--- config.mk ---
export PLATFORM = sky130hd
export DESIGN_NAME = seq_detector_param_flat
export DESIGN_NICKNAME = d
export VERILOG_FILES = /design/src/rtl/seq_detector_param_if.sv /design/src/rtl/seq_detector_param.sv /design/src/flat_wrapper.sv
export SDC_FILE = /design/constraint.sdc
export NUM_CORES = 1
export LEC_CHECK = 0
export ABC_AREA = 1
export ABC_CLOCK_PERIOD_IN_PS = 3550
export CAP_MARGIN = 20
export CORE_ASPECT_RATIO = 1.25
export CORE_MARGIN = 8
export CORE_UTILIZATION = 59
export DETAILED_ROUTE_END_ITERATION = 8
export PLACE_DENSITY = 0.9
export SYNTH_ARGS = -nofsm -noshare
export SYNTH_HDL_FRONTEND = slang
export SYNTH_SLANG_ARGS = --single-unit
export TNS_END_PERCENT = 50
--- constraint.sdc ---
create_clock -name clk -period 3.55 [get_ports clk]
set_clock_uncertainty 0.15 [all_clocks]
set_input_delay 0.71 -clock clk [delete_from_list [all_inputs] [get_ports clk]]
set_output_delay 0.71 -clock clk [all_outputs]
set_load 0.02 [all_outputs]
--- src/rtl/seq_detector_param_if.sv ---
// Bundles the configuration, serial-input and detection-result signals of
// seq_detector_param. The master drives the inputs and the slave is the detector.
interface seq_detector_param_if #(
  parameter int MAX_LEN = 8,
  parameter int LEN_W   = 4,
  parameter int CNT_W   = 8
);
  logic               cfg_load;
  logic [MAX_LEN-1:0] cfg_pattern;
  logic [LEN_W-1:0]   cfg_len;
  logic               cfg_overlap;
  logic               cnt_clr;
  logic               in_valid;
  logic               seq_in;
  logic               det_out;
  logic [CNT_W-1:0]   det_count;
  logic               count_sat;
  logic               cfg_err;

  modport master (
    output cfg_load, cfg_pattern, cfg_len, cfg_overlap, cnt_clr, in_valid, seq_in,
    input  det_out, det_count, count_sat, cfg_err
  );

  modport slave (
    input  cfg_load, cfg_pattern, cfg_len, cfg_overlap, cnt_clr, in_valid, seq_in,
    output det_out, det_count, count_sat, cfg_err
  );
endinterface

--- src/rtl/seq_detector_param.sv ---
// Run-time programmable serial pattern detector with overlapping or restart-after-match
// behaviour, a registered detect pulse and a saturating match counter.
module seq_detector_param #(
  parameter int                 MAX_LEN     = 8,
  parameter int                 LEN_W       = 4,
  parameter int                 CNT_W       = 8,
  parameter logic [MAX_LEN-1:0] DEF_PATTERN = MAX_LEN'(8'b0001_0110),
  parameter logic [LEN_W-1:0]   DEF_LEN     = LEN_W'(5),
  parameter logic               DEF_OVERLAP = 1'b1
) (
  input logic               clk,
  input logic               rst,
  seq_detector_param_if.slave bus
);

  localparam logic [LEN_W:0] MAX_LEN_X = (LEN_W + 1)'(MAX_LEN);

  logic [MAX_LEN-1:0] pattern_q, pattern_d;
  logic [LEN_W-1:0]   len_q, len_d;
  logic               overlap_q, overlap_d;
  logic [MAX_LEN-1:0] hist_q, hist_d;
  logic [LEN_W-1:0]   fill_q, fill_d;
  logic [CNT_W-1:0]   det_count_q, det_count_d;
  logic               det_out_q, det_out_d;
  logic               cfg_err_q, cfg_err_d;

  logic               cfg_ok;
  logic               accept;
  logic               match;
  logic               count_full;
  logic [MAX_LEN-1:0] hist_next;
  logic [MAX_LEN-1:0] len_mask;
  logic [LEN_W:0]     fill_plus;

  // Only the low len bits of history take part in the comparison.
  always_comb begin
    len_mask = '0;
    for (int i = 0; i < MAX_LEN; i++) begin
      len_mask[i] = (i < int'(len_q));
    end
  end

  always_comb begin
    cfg_ok     = (bus.cfg_len != '0) && ({1'b0, bus.cfg_len} <= MAX_LEN_X);
    accept     = bus.in_valid && !bus.cfg_load;
    hist_next  = {hist_q[MAX_LEN-2:0], bus.seq_in};
    fill_plus  = {1'b0, fill_q} + (LEN_W + 1)'(1);
    count_full = &det_count_q;
    match      = accept
                 && (fill_plus >= {1'b0, len_q})
                 && (((hist_next ^ pattern_q) & len_mask) == '0);
  end

  always_comb begin
    pattern_d   = pattern_q;
    len_d       = len_q;
    overlap_d   = overlap_q;
    hist_d      = hist_q;
    fill_d      = fill_q;
    det_count_d = det_count_q;
    det_out_d   = 1'b0;
    cfg_err_d   = 1'b0;

    if (bus.cfg_load) begin
      // A rejected load leaves everything alone; the input bit is dropped either way.
      if (cfg_ok) begin
        pattern_d   = bus.cfg_pattern;
        len_d       = bus.cfg_len;
        overlap_d   = bus.cfg_overlap;
        hist_d      = '0;
        fill_d      = '0;
        det_count_d = '0;
      end else begin
        cfg_err_d = 1'b1;
      end
    end else begin
      if (accept) begin
        hist_d = hist_next;
        if (match) begin
          fill_d = overlap_q ? len_q : '0;
        end else if (fill_q < len_q) begin
          fill_d = fill_plus[LEN_W-1:0];
        end
      end

      if (bus.cnt_clr) begin
        det_count_d = match ? CNT_W'(1) : '0;
      end else if (match && !count_full) begin
        det_count_d = det_count_q + CNT_W'(1);
      end

      det_out_d = match;
    end
  end

  always_ff @(posedge clk) begin
    if (rst) begin
      pattern_q   <= DEF_PATTERN;
      len_q       <= DEF_LEN;
      overlap_q   <= DEF_OVERLAP;
      hist_q      <= '0;
      fill_q      <= '0;
      det_count_q <= '0;
      det_out_q   <= 1'b0;
      cfg_err_q   <= 1'b0;
    end else begin
      pattern_q   <= pattern_d;
      len_q       <= len_d;
      overlap_q   <= overlap_d;
      hist_q      <= hist_d;
      fill_q      <= fill_d;
      det_count_q <= det_count_d;
      det_out_q   <= det_out_d;
      cfg_err_q   <= cfg_err_d;
    end
  end

  assign bus.det_out   = det_out_q;
  assign bus.det_count = det_count_q;
  assign bus.count_sat = count_full;
  assign bus.cfg_err   = cfg_err_q;

endmodule

--- src/flat_wrapper.sv ---
// flat-port wrapper written by rule: the top's interface ports become plain ports
module seq_detector_param_flat 
#(
  parameter int                 MAX_LEN     = 8,
  parameter int                 LEN_W       = 4,
  parameter int                 CNT_W       = 8,
  parameter logic [MAX_LEN-1:0] DEF_PATTERN = MAX_LEN'(8'b0001_0110),
  parameter logic [LEN_W-1:0]   DEF_LEN     = LEN_W'(5),
  parameter logic               DEF_OVERLAP = 1'b1
)
  (clk, rst, bus_cfg_load, bus_cfg_pattern, bus_cfg_len, bus_cfg_overlap, bus_cnt_clr, bus_in_valid, bus_seq_in, bus_det_out, bus_det_count, bus_count_sat, bus_cfg_err);
  seq_detector_param_if #(.MAX_LEN(MAX_LEN), .LEN_W(LEN_W), .CNT_W(CNT_W)) bus_i ();
  input logic clk;
  input logic rst;
  input wire logic [$bits(bus_i.cfg_load)-1:0] bus_cfg_load;
  input wire logic [$bits(bus_i.cfg_pattern)-1:0] bus_cfg_pattern;
  input wire logic [$bits(bus_i.cfg_len)-1:0] bus_cfg_len;
  input wire logic [$bits(bus_i.cfg_overlap)-1:0] bus_cfg_overlap;
  input wire logic [$bits(bus_i.cnt_clr)-1:0] bus_cnt_clr;
  input wire logic [$bits(bus_i.in_valid)-1:0] bus_in_valid;
  input wire logic [$bits(bus_i.seq_in)-1:0] bus_seq_in;
  output wire logic [$bits(bus_i.det_out)-1:0] bus_det_out;
  output wire logic [$bits(bus_i.det_count)-1:0] bus_det_count;
  output wire logic [$bits(bus_i.count_sat)-1:0] bus_count_sat;
  output wire logic [$bits(bus_i.cfg_err)-1:0] bus_cfg_err;
  assign bus_i.cfg_load = bus_cfg_load;
  assign bus_i.cfg_pattern = bus_cfg_pattern;
  assign bus_i.cfg_len = bus_cfg_len;
  assign bus_i.cfg_overlap = bus_cfg_overlap;
  assign bus_i.cnt_clr = bus_cnt_clr;
  assign bus_i.in_valid = bus_in_valid;
  assign bus_i.seq_in = bus_seq_in;
  assign bus_det_out = bus_i.det_out;
  assign bus_det_count = bus_i.det_count;
  assign bus_count_sat = bus_i.count_sat;
  assign bus_cfg_err = bus_i.cfg_err;
  seq_detector_param #(.MAX_LEN(MAX_LEN), .LEN_W(LEN_W), .CNT_W(CNT_W), .DEF_PATTERN(DEF_PATTERN), .DEF_LEN(DEF_LEN), .DEF_OVERLAP(DEF_OVERLAP)) u_core (.clk(clk), .rst(rst), .bus(bus_i));
endmodule
# Yosys cells after proc, flatten, opt, wreduce, memory -nomap -nowiden
# Cells that the tools add are included.
# word_totals
reg_bits,34
word_cells,58
# op_classes
add_sub_neg,2
magnitude_cmp,11
eq_ne,1
mux,14
n_bitwise,3
reduce_logical,19
# op_table
operator,count
$mux 8,4
$mux 4,6
$lt 3x4->1 const A,4
$mux 7,2
$add 8x1->8 const B,1
$and 8x8->8,1
$logic_not 8->1,1
$lt 1x4->1 const A,2
$lt 2x4->1 const A,2
$reduce_and 8->1,1
$xor 8x8->8,1
$reduce_and 2->1,3
$reduce_bool 3->1,2
$add 4x1->5 const B,1
$ge 5x4->1,1
$logic_and 1x1->1,5
$le 4x4->1 const B,1
$lt 4x4->1,1
$reduce_bool 4->1,1
$reduce_or 2->1,2
$reduce_and 3->1,1
$logic_not 1->1,2
$mux 1,2
$ne 2x1->1 const B,1
2 further kinds,2

# Logic depth before layout (Yosys ltp)
# logic_depth
word_depth,8
depth_mapped,19
ltp_nobuf,18

# Worst setup path before layout
# Ideal clock, no wire load.
# synth_path
path_kind,reg2reg
startpoint,register u_core.fill_q[0]
endpoint,"register u_core.det_count_q[2], in the netlist u_core.bus.det_count[2]"
setup_time_ns,0.115
arrival_time_ns,1.946
t_required_ns,3.285
setup_slack_ns,1.339
stages_incl_launch_ff,19
path_buffers,1
path_cell_list,dfxtp_1 > ha_1 > nor2_1 > nor2_1 > ha_1 > nand2_1 > nand2_1 > inv_1 > nand2_1 > nand2_1 > nand2_1 > nand2_4 > nor2_8 > nand2_2 > nand2_2 > buf_6 > nand3_1 > nand2_1 > nor2_1
# synth_via
elab_chain_cells,7
# synth_lines
element,line_no,text
start: declaration,seq_detector_param.sv:22,"logic [LEN_W-1:0] fill_q, fill_d;"
start signal: assignment,seq_detector_param.sv:111,fill_q <= fill_d;
$add 4x1->5,seq_detector_param.sv:47,"fill_plus = {1'b0, fill_q} + (LEN_W + 1)'(1);"
$ge 5x4->1,seq_detector_param.sv:50,"&& (fill_plus >= {1'b0, len_q})"
$logic_and 1x1->1,seq_detector_param.sv:50,
$logic_and 1x1->1,seq_detector_param.sv:51,&& (((hist_next ^ pattern_q) & len_mask) == '0);
$logic_and 1x1->1,seq_detector_param.sv:88,end else if (match && !count_full) begin
$reduce_bool 3->1 (no source line),--,
$reduce_and 2->1 (no source line),--,
end signal: assignment,seq_detector_param.sv:112,det_count_q <= det_count_d;
end: declaration,seq_detector_param.sv:23,"logic [CNT_W-1:0] det_count_q, det_count_d;"
# No other way between the ends.
# A chain may end at the register's enable or synchronous reset.

# Final worst setup path
# layout_path
startpoint,"register u_core.det_count_q[0], in the netlist u_core.bus.det_count[0]"
endpoint,output port bus_count_sat
# layout_via
elab_chain_cells,1
# layout_lines
element,line_no,text
$reduce_and 8->1,seq_detector_param.sv:48,count_full = &det_count_q;
end: declaration,flat_wrapper.sv:24,output wire logic [$bits(bus_i.count_sat)-1:0] bus_count_sat;
# No other way between the ends.

==> flow_metrics.tcl <==
set metrics [dict create \
    yosysMostFrequentCell "nand2_1" \
    fp.dieW_um 69.7 \
    die_area_mm2 0.00579 \
    synthCells 335 \
    filler_cell_count 281 \
    max_stage_delay_ns 0.61 \
    grt_use_met3_pct 5.71 \
    grtUsageMet1_pct 20.5 \
    place_congestion 0.912 \
    syn-num-nets 364 \
    grtUsageMet2_pct 31.9 \
    dpl.hpwl_um 3880 \
    min_from "u_core.pattern_q[0]" \
    worstSetupStartpoint "u_core.bus.det_count[0]" \
    drv_slew 0 \
    cp-end-kind "primary output" \
    critical_path_class "flip-flop to primary output" \
    synth.avg_cell_area_um2 6.35 \
    period_needed_ns 3.01 \
    reg2reg_depth 18 \
    postCtsHoldBufs 0 \
    tns_ns 0 \
    drt_iter0_drc 116 \
    rr_endpoint "u_core.bus.det_count[0]" \
    rsz0062_at_grt "false" \
    rows 24 \
    finalInstanceArea_mm2 0.00255 \
    clock_latency_ns 0.29 \
    place_ws_ns 0.665 \
    wl_um 5240 \
    synth-seq-cells 34 \
    synth_commonest_cells "nand2_1 (104), inv_1 (40), nor2_1 (37)" \
    post_cts_resized 0 \
    cp_max_fo 5 \
    yosysTopAreaCellShare_pct 32.0 \
    grt_first_pass_wirelength_um 9160 \
    slew_headroom_pct 62.6 \
    cts_tree "done" \
    clk_pin_slew_ns 0.07 \
    power_density_mw_per_mm2 396 \
    stdcell_count 405 \
    layout_setup_ws_ns 0.538 \
    drtAntennaViolNets 0 \
    drc 0 \
    overflow 0 \
    placed_cell_area_mm2 0.00244 \
    p_leak_nw 1.18 \
    async_flop_share_pct 0 \
    io_buffers 29 \
    setup_viol 0 \
    grt_max_degree 20 \
    synth_edf_count 0 \
    holdPathStages 2 \
    cts_buffers 5 \
    hold_viol 0 \
    grt_antenna_before_repair 0 \
    layout-drive-gt1-share_pct 8.47 \
    coreArea_mm2 0.00348 \
    max_cap_viol_count 0 \
    yosysWarnings 0 \
    cp_data_arrival_time_ns 2.15 \
    drt_pass1_iterations 4 \
    critPathLaunchType "flip-flop" \
    r2r_start "u_core.fill_q[0]" \
    synth_cell_types 27 \
    synth_top_cell_by_area "dfxtp_1" \
    clock.fmax_mhz 332 \
    ctsLongestPathBuffers 2 \
    cts.sinks 34 \
    h-tree-depth 2 \
    cts_root_buffer "clkbuf_8" \
    path_cells "ha_1 > nand3_1 > nor2_1 > nand4_1 > inv_1 > clkdlybuf4s50_1" \
    synth_area_mm2 0.00213 \
    nets 395 \
    vdd_drop_max_mv 0.364 \
    netlist_top_cells_area "dfxtp_1 (32%), nand2_1 (18%), inv_1 (7.1%)" \
    dp.cells 398 \
    crit_slowest_cell "clkdlybuf4s50_1" \
    avgViaCountPerCell 5.38 \
    top_usage_layer "met2" \
    grt_use_total_pct 18.4 \
    fin_crit_sh_pct 84.8 \
    yosysSeqAreaShare_pct 32.0 \
    vias 2178 \
    syn_to_final_growth_pct 20.2 \
    cts_setup_buffers 0 \
    wl_per_cell_um 12.9 \
    tightest_slew_ns 0.557 \
    r2r_setup_slack_ns 0.99 \
    hold_slack_ns 0.326 \
    diodes 0 \
    cp.required_ns 2.69 \
    min_to "u_core.pattern_q[0]" \
    status "completed" \
    synth_top_flop_cell "dfxtp_1" \
    die_h_um 83.1 \
    num_io_pins 30 \
    hp-class "flip-flop to flip-flop" \
    start_util_pct 61.0 \
    grt_pass1_vias 2136 \
]
-- layout make-up --
class	count	area [um2]	share of cell area [%]
Clock buffer	6	82.6	3.23
Inverter	47	176	6.90
Timing Repair Buffer	31	305	11.9
Multi-Input combinational cell	247	1230	48.2
Tap cell	39	48.8	1.91
Sequential cell	34	681	26.6
Clock inverter	1	30.0	1.18
-- report_power, final --
part           total [mW]  internal [mW]  switching [mW]
combinational       0.221         0.0907           0.131
clock               0.363          0.224           0.139
sequential          0.428          0.404          0.0241
-- cell usage in the layout, fill, tap and decap left out, types with 3 or more instances in the layout --
| cell type | instances |
|---|---|
| inv_1 | 40 |
| a21oi_2 | 4 |
| dfxtp_1 | 34 |
| ha_1 | 10 |
| clkbuf_8 | 6 |
| nor2_1 | 37 |
| clkdlybuf4s50_1 | 29 |
| nand3_1 | 23 |
| nand2_2 | 4 |
| o21ai_0 | 18 |
| inv_2 | 5 |
| a21oi_1 | 25 |
| nand2_1 | 104 |
| o211ai_1 | 5 |
| nand3_2 | 3 |
-- per-stage QoR --
stage / total power, mW / utilization [%]
after global placement: 0.649 / 70.1
final: 1.01 / 73.3
after CTS: 1.02 / 73.3
after floorplan: 0.587 / -
after global routing: 1.07 / 73.3
after detailed placement: 0.656 / 70.1
-- routing by layer --
layer | part of all wire [%] | vias up
li1 | - | 1121
met1 | 42 | 990
met2 | 50 | 59
met3 | 5.9 | 8
met4 | 1.5 | 0
met5 | 0 | -
-- worst max-delay path, delay by kind of cell, from the launching register on --
family / cells / cell delay, ns
AND/OR/NAND/NOR: 3 / 0.49
flip-flops: 1 / 0.45
adder cells (fa/ha/maj): 1 / 0.23
buffers and inverters: 2 / 0.69
-- state kept, by name, indices dropped and copies added, names as in the netlist --
name and count:
u_core.bus.det_out 1, u_core.overlap_q 1, u_core.fill_q 4, u_core.bus.det_count 8, u_core.pattern_q 8, u_core.hist_q 7
u_core.len_q 4, u_core.bus.cfg_err 1
-- worst max path at each step --
stage	cells after the start	slack (ns)	to
2_1_floorplan	18	1.34	u_core.bus.det_count[2]
3_3_place_gp	13	0.72	u_core.bus.det_count[0]
3_5_place_dp	13	0.67	u_core.bus.det_count[0]
4_1_cts	6	0.54	bus_count_sat
5_1_grt	6	0.39	bus_count_sat
6_report	6	0.54	bus_count_sat
-- cell families (layout without fill, tap and decap cells) --
group	Yosys count	in the layout	synth area share (%)
simple gates	182	182	37.4
compound gates	54	54	14.2
buf+inv	54	85	10.1
flops	34	34	32.0
fa+ha+maj	10	10	5.89
xor+xnor	1	1	0.412
(Power assumes the default switching activity.)
